File: config.mk
export PLATFORM = sky130hd
export DESIGN_NAME = circuit_pipe
export DESIGN_NICKNAME = d
export VERILOG_FILES = /design/src/rtl/circuit_pipe.sv
export SDC_FILE = /design/constraint.sdc
export NUM_CORES = 1
export LEC_CHECK = 0
export BUFFER_PORTS_ARGS = -buffer_cell sky130_fd_sc_hd__buf_2
export CAP_MARGIN = 30
export CORE_MARGIN = 3
export CORE_UTILIZATION = 50
export DETAILED_ROUTE_END_ITERATION = 10
export PLACE_DENSITY = 0.71
export SYNTH_ARGS = -nofsm -noshare
export SYNTH_HDL_FRONTEND = slang
export SYNTH_SLANG_ARGS = --single-unit
File: constraint.sdc
create_clock -name clk -period 3.35 [get_ports clk]
set_input_delay 0.5025 -clock clk [delete_from_list [all_inputs] [get_ports clk]]
set_output_delay 0.5025 -clock clk [all_outputs]
set_load 0.02 [all_outputs]
File: src/rtl/circuit_pipe.sv
//==============================================================================
// Module   : circuit_pipe
// Purpose  : Two-register arithmetic pipeline with a valid/ready handshake on
//            both sides. Stage 0 forms sums, a difference and a compare.
//            Stage 1 registers the selected values. Stage 2 applies
//            flag-controlled shifts into the output register. A saturating
//            counter tracks accepted transactions where a+b == a+c.
// Ports    : clk        rising-edge clock
//            rst        asynchronous active-low reset
//            mode       compare mode (0 unsigned, 1 signed), sampled on accept
//            a, b, c    operands (DATAWIDTH)
//            in_valid   operands valid
//            in_ready   block accepts operands this cycle
//            x, z       results (OUTWIDTH)
//            out_valid  x/z hold a valid result
//            out_ready  consumer accepts the result
//            cnt_clr    synchronous clear of eq_cnt
//            eq_cnt     saturating count of accepted transactions with d == e
// Revision : 1.0 - initial release
//==============================================================================
`default_nettype none

module circuit_pipe #(
   parameter int DATAWIDTH = 64,
   parameter int OUTWIDTH  = 32,
   parameter int SHAMT     = 1,
   parameter int CNTWIDTH  = 8
) (
   input  logic                 clk,
   input  logic                 rst,
   input  logic                 mode,
   input  logic [DATAWIDTH-1:0] a,
   input  logic [DATAWIDTH-1:0] b,
   input  logic [DATAWIDTH-1:0] c,
   input  logic                 in_valid,
   output logic                 in_ready,
   output logic [OUTWIDTH-1:0]  x,
   output logic [OUTWIDTH-1:0]  z,
   output logic                 out_valid,
   input  logic                 out_ready,
   input  logic                 cnt_clr,
   output logic [CNTWIDTH-1:0]  eq_cnt
);

   localparam logic [CNTWIDTH-1:0] CNT_MAX = '1;

   // Stage 0: combinational arithmetic on the raw operands
   logic [DATAWIDTH-1:0] d, e, f, g, h;
   logic                 eq, lt;

   always_comb begin
      d  = a + b;
      e  = a + c;
      f  = a - b;
      eq = (d == e);
      lt = mode ? ($signed(d) < $signed(e)) : (d < e);
      g  = lt ? d : e;
      h  = eq ? g : f;
   end

   // Handshake control
   logic s1_valid;
   logic accept;
   logic load_out;

   // Accepting is safe whenever stage 1 is empty or is guaranteed to move
   // into the output register on this same edge.
   assign in_ready = !s1_valid || !out_valid || out_ready;
   assign accept   = in_valid && in_ready;
   assign load_out = s1_valid && (!out_valid || out_ready);

   // Stage 1 valid flag
   always_ff @(posedge clk or negedge rst) begin
      if (!rst) begin
         s1_valid <= 1'b0;
      end else if (accept) begin
         s1_valid <= 1'b1;
      end else if (load_out) begin
         s1_valid <= 1'b0;
      end
   end

   // Stage 1 data: contents are meaningless while s1_valid is low, so no reset
   logic [DATAWIDTH-1:0] s1_g, s1_h;
   logic                 s1_lt, s1_eq;

   always_ff @(posedge clk) begin
      if (accept) begin
         s1_g  <= g;
         s1_h  <= h;
         s1_lt <= lt;
         s1_eq <= eq;
      end
   end

   // Stage 2: flag-controlled logical shifts, zero fill
   logic [DATAWIDTH-1:0] xs, zs;

   always_comb begin
      xs = s1_lt ? (s1_h << SHAMT) : s1_h;
      zs = s1_eq ? (s1_g >> SHAMT) : s1_g;
   end

   // Output register: holds while the consumer stalls
   always_ff @(posedge clk or negedge rst) begin
      if (!rst) begin
         out_valid <= 1'b0;
         x         <= '0;
         z         <= '0;
      end else if (load_out) begin
         out_valid <= 1'b1;
         x         <= xs[OUTWIDTH-1:0];
         z         <= zs[OUTWIDTH-1:0];
      end else if (out_ready) begin
         out_valid <= 1'b0;
      end
   end

   // Saturating equality counter; clear wins over a simultaneous increment
   always_ff @(posedge clk or negedge rst) begin
      if (!rst) begin
         eq_cnt <= '0;
      end else if (cnt_clr) begin
         eq_cnt <= '0;
      end else if (accept && eq && (eq_cnt != CNT_MAX)) begin
         eq_cnt <= eq_cnt + CNTWIDTH'(1);
      end
   end

endmodule

`default_nettype wire
* After elaboration in Yosys (flattened, before gate mapping) *
Index checks and enable logic that the tools add are counted.

cells by class
  reductions and logical operators = 12
  magnitude comparators = 2
  equality and inequality tests = 2
  muxes and demuxes = 11
  $add $sub $neg = 4

operator list
  cell                                                           number
  64-bit adder                                                   2
  64-bit < comparator                                            2
  32-bit two-way mux                                             3
  64-bit equality test                                           1
  33-bit two-way mux                                             1
  32-bit subtractor                                              1
  8-bit two-way mux                                              2
  8-bit by 1-bit adder with 8-bit output, second input constant  1
  8-bit inequality test, second input constant                   1
  2-bit nonzero test                                             3
  1-bit two-way mux                                              5
  1-bit logical AND                                              4
  1-bit logical OR                                               3
  1-bit logical NOT                                              2

word-level totals
  output and inout port bits = 74
  register bits after elaboration = 141
  input port bits = 198
  word-level logic and storage cells = 40

* Depth between registers and ports, before layout *
Gate-level depths: netlist of run 1.

  word-level depth = 8
  depth in mapped cells = 28
  gate-level depth less buffers = 27

* Worst setup path after synthesis of run 1 *
Ideal clock, no wire load.

  path type = input port to flip-flop
  from = in b[2]
  to = reg s1_h[23] (data pin)
  setup slack = -2.406 ns
  stages on the path = 26
  arrival time = 5.487 ns
  cells stage by stage = inv_1 > ha_1 > buf_2 > inv_1 > a221oi_2 > o31ai_2 > and3_1 > nor3_2 > o21a_1 > a211oi_1 > or2_2 > o21ai_0 > o21ai_0 > xor2_1 > ha_1 > and3_1 > nand4_1 > nor3_1 > nand3_1 > o221ai_1 > a21oi_1 > xor2_1 > clkbuf_1 > nor2_1 > a221oi_1 > o22ai_1

on the way
  word-level cells in the longest chain between the ends = 5

ends and longest elaborated chain
  what                    RTL line  RTL
  start: declaration      33        input logic [DATAWIDTH-1:0] b,
  64-bit adder            52        d = a + b;
  64-bit < comparator     56        lt = mode ? ($signed(d) < $signed(e)) : (d < e);
  1-bit two-way mux       56
  33-bit two-way mux      57        g = lt ? d : e;
  32-bit two-way mux (*)  58        h = eq ? g : f;
  named net h[23]         48        logic [DATAWIDTH-1:0] d, e, f, g, h;
  end signal: assignment  90        s1_h <= h;
  end: declaration        84        logic [DATAWIDTH-1:0] s1_g, s1_h;

Mark *: on every way through the listed nets, which the timed path passes. The rest lies on a longest branch.
A chain may end at the register's enable or synchronous reset.

* Final worst setup path of run 1 *
  from = in a[0]
  to = reg s1_h[26] (data pin)

on the way
  word-level cells in the longest chain between the ends = 5

ends and longest elaborated chain
  what                                    RTL line  RTL
  start: declaration                      32        input logic [DATAWIDTH-1:0] a,
  64-bit adder, on equally long branches  52, 53
  64-bit < comparator                     56
  1-bit two-way mux                       56
  33-bit two-way mux                      57
  32-bit two-way mux (*)                  58
  named net h[26]                         48

Marked as above.

==> results of run 1 <==
## cells by family (layout without fill, tap and decap cells)
logic type               count (synthesis)  count (layout)
multiplexers                            88              88
other                                    0               2
AO/OA/AOI/OAI                          674             674
flip-flops                             141             141
XOR/XNOR                               148             148
buffers and inverters                  180            1133
AND/OR/NAND/NOR                        548             548
adder cells (fa/ha/maj)                225             225
## cell usage in the layout (no fill, tap or decap), drive strengths merged, types with 8 or more instances in the layout
cell / count
a211o: 9
a211oi: 17
a21o: 103
a21oi: 215
a31oi: 18
and2: 11
and3: 11
buf: 1004
clkbuf: 31
dfrtp: 74
edfxtp: 67
ha: 222
inv: 91
mux2: 20
mux2i: 68
nand2: 172
nand2b: 34
nand3: 33
nand4: 46
nor2: 135
nor2b: 27
nor3: 32
nor4: 16
o211ai: 8
o21a: 20
o21ai: 158
o21bai: 33
o31ai: 19
or2: 8
or3: 13
xnor2: 97
xor2: 51
## per-layer routing
layer	vias to the layer above	global-route usage [%]
met5	-	0
li1	9242	-
met2	1218	62.89
met4	10	14.49
met1	9443	43.79
met3	336	4.992
## cell type report
| class | count | area, um^2 | area share, % |
|---|---|---|---|
| Multi-Input combinational cell | 1683 | 13120 | 50.88 |
| Timing Repair Buffer | 1006 | 7211 | 27.97 |
| Sequential cell | 141 | 3864 | 14.99 |
| Clock buffer | 29 | 650.6 | 2.524 |
| Tap cell | 435 | 544.3 | 2.111 |
| Inverter | 94 | 370.4 | 1.436 |
| Clock inverter | 4 | 18.77 | 0.07279 |
| Antenna cell | 2 | 5.005 | 0.01941 |
## power groups by stage
stage               Combinational (mW)  Clock (mW)  Sequential (mW)
detailed placement                6.04           0             2.60
floorplan                         3.03           0             2.85
global placement                  5.86           0             2.58
CTS                               7.15        2.09             2.60
global route                      8.71        2.24             2.68
finish                            8.29        2.16             2.67
## flip-flops by register name, indices dropped and copies added (netlist names)
signal and cells:
s1_g 33, s1_h 32, x 32, z 32
eq_cnt 8, out_valid 1, s1_eq 1, s1_lt 1
s1_valid 1
## what timing repair did
item / 4_1_cts / 5_1_grt
setup buffers: 38 / 25
pin swaps: 50 / 45
resized for setup: 206 / 79
endpoints found under the setup margin: 75 / 75
gates cloned: 1 / 2
## path summary, 6_finish.rpt
check                      depth (start not counted)   endpoint  slack [ns]
setup / recovery                                  28   s1_h[26]       -2.43
hold / removal                                     2      z[10]        0.20
setup reg to reg                                   9  eq_cnt[6]        1.30
hold reg to reg                                    2       z[1]        0.48
max in group asynchronous                          2      z[30]        2.50
min in group clk                                   2   s1_valid        0.26
==> run summary, run 1 <==
Worst hold path type - in -> async
Worst Path Max Fanout - 6
Run status - finished, violations left
Mux contribution to synthesized area - 5.487%
Final #Nets - 3374
Dpl ws - -3.053 ns
Slew margin rel. - 39.50%
Global-route wire length before repair - 102500 um
Routed wl met3 - 6045 um
Fillers - 2102
Max Buffers Root-to-Sink - 3
Final Cell Area - 25780 um^2
Arrival time at the worst endpoint - 6.08 ns
Clock power share - 16.5%
Highest Signal Layer - met5
XOR/XNOR Fraction of Synth Area - 7.852%
Syn. warnings - 0
Cell family with most CP delay - compound AO/OA/AOI/OAI gates
Cells after Synth - 2004
Antenna Nets Post-Route - 0
Drt total wl - 71460 um
Area growth, synth to finish - 56.18%
Max-slew violation count - 0
Gr ovfl total - 0
Drt wl/cell - 21.06 um
Area leader, netlist - ha_1
Largest family of logic cells by synthesized area - compound AO/OA/AOI/OAI gates
Die W - 187.7 um
CTS sink cnt - 141
Post-route minimum period - 5.776 ns
Fin Clk Skew - 0.02755 ns
Total track usage - 35.67%
Worst Setup Start Kind - input port
DR WL met2 - 33660 um
Critical path launch point - a[0]
Total Die Area - 35230 um^2
Pwr/cell area - 508.9 nW/um^2
Combinational Power Share - 63.2%
Initial Utilization - 51.52%
Row count - 65
H-tree levels - 4
Number of distinct library cells after synthesis - 82
Asr flop ratio synth - 52.48%
Power after layout - 13.12 mW
Worst-Margin Slew - 0.9075 ns
Switching pwr - 5.445 mW
Top_reg_cell synth - dfrtp_1
Synth Area in Simple Gates - 15.80%
Post-layout worst setup margin - -2.426 ns
Synth area leaders - ha_1, edfxtp_1, dfrtp_1
CTS Root Cell - clkbuf_16
Final hold vios - 0
Gpl congestion - 0.9609
Static Leak - 12.79 nW
Starting DRT DRC Count - 1776
Share of the yosys chip area belonging to registers - 23.40%
Via/cell ratio - 5.966
Dpl hpwl - 49380 um
Switching part of the total - 41.51%
Most common cell in the netlist - ha_1
Crit path max-delay cell type - nor2_1
Setup TNS - -159.56 ns
Final design utilization - 80.46%
Number of global-route vias before repair - 19.90k
Post-Syn Nets - 2427
Syn_area_per_cell - 8.238 um^2
Cell Int Power - 7.674 mW
Failing checks - negative setup slack
Yosys top cell area share - 16.83%
Worst-path clk slew - 0.07 ns
Core area - 32040 um^2
IO buf count - 271
Residual DRC - 0
Mapped cell area - 16510 um^2
CP Buf/Inv Count - 4
CTS Hold Buffers Added - 0
Seq pwr share - 20.3%
Fin crit share - 172.4%
#FFs+latches synth - 141
Number of synthesized flops with an enable pin - 67
MaxCap Viol Count - 0
RSZ-0062 raised after global routing - true
Worst Setup End Kind - flip-flop
Fmax - 173.1 MHz
Dpl cell area - 23380 um^2
Pre-antenna DRT Iters - 6
Initial antenna violation count - 7
Met1 WL - 27240 um
Final number of setup-violating endpoints - 75
Layout cell share with drive strength beyond 1 - 42.00%
Die Span Y - 187.7 um
Crit path required time - 3.65 ns
Placed insts - 3307
Hold Slack - 0.2021 ns
Worst R2R Start - eq_cnt[0]
Num CTS Buffers - 25
Worst vdd ir - 0.4125 mV
Post-synth top cells - ha_1, a21oi_1, nand2_1
CTS tree - yes
Clk_lat worst skew - 0.49 ns
Routed vias - 20.25k
Compound-cell area share of the yosys netlist - 26.06%
WS Path Type - in -> reg
Largest stage delay, worst path - 0.51 ns
Ports - 272
Final std cells w/o fill - 3394
Post-Synth Adder-Cell Area - 17.19%
Largest net degree at the start of global routing - 129
Power figures use the tool's default switching activity.
==> run 2, diff against run 1 <==
--- a/config.mk
+++ b/config.mk
@@ -7,10 +7,12 @@
 export LEC_CHECK = 0
 export BUFFER_PORTS_ARGS = -buffer_cell sky130_fd_sc_hd__buf_2
 export CAP_MARGIN = 30
+export CELL_PAD_IN_SITES_DETAIL_PLACEMENT = 0
+export CELL_PAD_IN_SITES_GLOBAL_PLACEMENT = 1
 export CORE_MARGIN = 3
-export CORE_UTILIZATION = 50
+export CORE_UTILIZATION = 47
 export DETAILED_ROUTE_END_ITERATION = 10
-export PLACE_DENSITY = 0.71
+export PLACE_DENSITY = 0.87
 export SYNTH_ARGS = -nofsm -noshare
 export SYNTH_HDL_FRONTEND = slang
 export SYNTH_SLANG_ARGS = --single-unit
==> run 2 against run 1 <==
Net effect:
- the flow still finishes with violations (negative setup slack)
- sequential power fell by 1%
- design area is 0.59% lower
- cell count barely moved
- worst setup slack better by 0.094 ns
- clock power about the same
- non-clock buffer count is 22 lower
- sequential cell count did not move
- power fell by 6.2%
- largest cell class unchanged
- largest power group unchanged
==> run summary, run 2 (synthesis gave the netlist of run 1 again) <==
Fin Clk Skew - 0.02500 ns
CTS Hold Buffers Added - 0
Initial antenna violation count - 7
Worst-Margin Slew - 0.9113 ns
Num CTS Buffers - 25
Via/cell ratio - 5.701
Area growth, synth to finish - 55.25%
Run status - finished, violations left
Drt wl/cell - 18.57 um
Routed wl met3 - 4037 um
Worst Setup End Kind - flip-flop
Worst Setup Start Kind - input port
Power after layout - 12.31 mW
Largest net degree at the start of global routing - 129
Worst hold path type - in -> async
Ports - 272
Dpl hpwl - 48420 um
Pwr/cell area - 480.3 nW/um^2
Fin crit share - 169.6%
CP Buf/Inv Count - 8
Starting DRT DRC Count - 1369
CTS tree - yes
Final #Nets - 3352
Pre-antenna DRT Iters - 6
Worst-path clk slew - 0.06 ns
Worst vdd ir - 0.4261 mV
Max Buffers Root-to-Sink - 3
Gr ovfl total - 0
MaxCap Viol Count - 0
Highest Signal Layer - met5
CTS Root Cell - clkbuf_16
Residual DRC - 0
Initial Utilization - 47.79%
Max FFs per register - 33
CP dominant cell by count - buf_4
Arrival time at the worst endpoint - 5.98 ns
H-tree levels - 4
Final Cell Area - 25630 um^2
Die Span Y - 193.4 um
Worst Path Max Fanout - 8
Crit path max-delay cell type - or4_4
Core area - 34540 um^2
Largest stage delay, worst path - 0.54 ns
Global-route wire length before repair - 95500 um
Final design utilization - 74.20%
Static Leak - 12.69 nW
Dpl cell area - 23260 um^2
Final hold vios - 0
DR WL met2 - 30520 um
Dpl ws - -2.942 ns
IO buf count - 271
Most frequent cells in the layout - buf_4, buf_2, ha_1
Antenna Nets Post-Route - 0
Biggest register - s1_g
Met1 WL - 25690 um
Crit path required time - 3.65 ns
Total track usage - 30.59%
Final number of setup-violating endpoints - 75
Commonest non-fill, non-tap cell in the layout - buf_4
Slew margin rel. - 39.25%
Cell family with most CP delay - simple AND/OR/NAND/NOR gates
Drt total wl - 62960 um
Gpl congestion - 1.011
Failing checks - negative setup slack
WS Path Type - in -> reg
Final std cells w/o fill - 3391
Layout cell share with drive strength beyond 1 - 41.53%
RSZ-0062 raised after global routing - true
Number of global-route vias before repair - 19.27k
Max-slew violation count - 0
Row count - 68
Die W - 193.4 um
Total Die Area - 37410 um^2
CTS sink cnt - 141
Clk_lat worst skew - 0.47 ns
Setup TNS - -158.27 ns
Placed insts - 3305
Routed vias - 19.33k
Post-layout worst setup margin - -2.331 ns
Hold Slack - 0.2474 ns
Fmax - 176.0 MHz
Post-route minimum period - 5.681 ns
## run 2: cell count changes in the layout (fill, tap and decap cells not counted), moves of 5 or more
cell    change
buf_4      -12
buf_6      -12
mux2_2      +6
mux2_4      -6
nor2_4      -5
## run 2: final cells by class
class,count,area [um^2]
Antenna cell,1,2.502
Clock buffer,31,668.1
Clock inverter,2,15.01
Fill cell,2472,8914
Inverter,94,362.8
Multi-Input combinational cell,1683,13150
Sequential cell,141,3864
Tap cell,455,569.3
Timing Repair Buffer,984,7003
## run 2: metal layers
| metal | up-vias | track usage (%) |
|---|---|---|
| met5 | - | 0 |
| met4 | 12 | 12.30 |
| met3 | 182 | 3.657 |
| met2 | 801 | 53.74 |
| met1 | 9129 | 38.26 |
| li1 | 9208 | - |
## run 2: power breakdown
group	leakage [nW]	switching [mW]	internal, mW
combinational	10.8	3.87	3.68
sequential	1.56	0.272	2.36
clock	0.327	0.748	1.38
## run 2: final timing paths
| kind | startpoint | depth (start not counted) | to | slack [ns] |
|---|---|---|---|---|
| worst max-delay path | b[6] | 27 | s1_h[23] | -2.33 |
| worst min-delay path | rst | 2 | x[2] | 0.25 |
| worst max register to register | eq_cnt[0] | 7 | eq_cnt[5] | 1.43 |
| worst min register to register | z[22] | 2 | z[22] | 0.47 |
| max in group asynchronous | rst | 2 | z[25] | 2.49 |
| min in group clk | in_valid | 2 | s1_valid | 0.27 |
## run 2: what timing repair did
action                                  CTS  global route
gates cloned                              1             1
endpoints found under the setup margin   75            75
pin swaps                                39            71
setup buffers                            34            22
gates resized for setup                 130           134
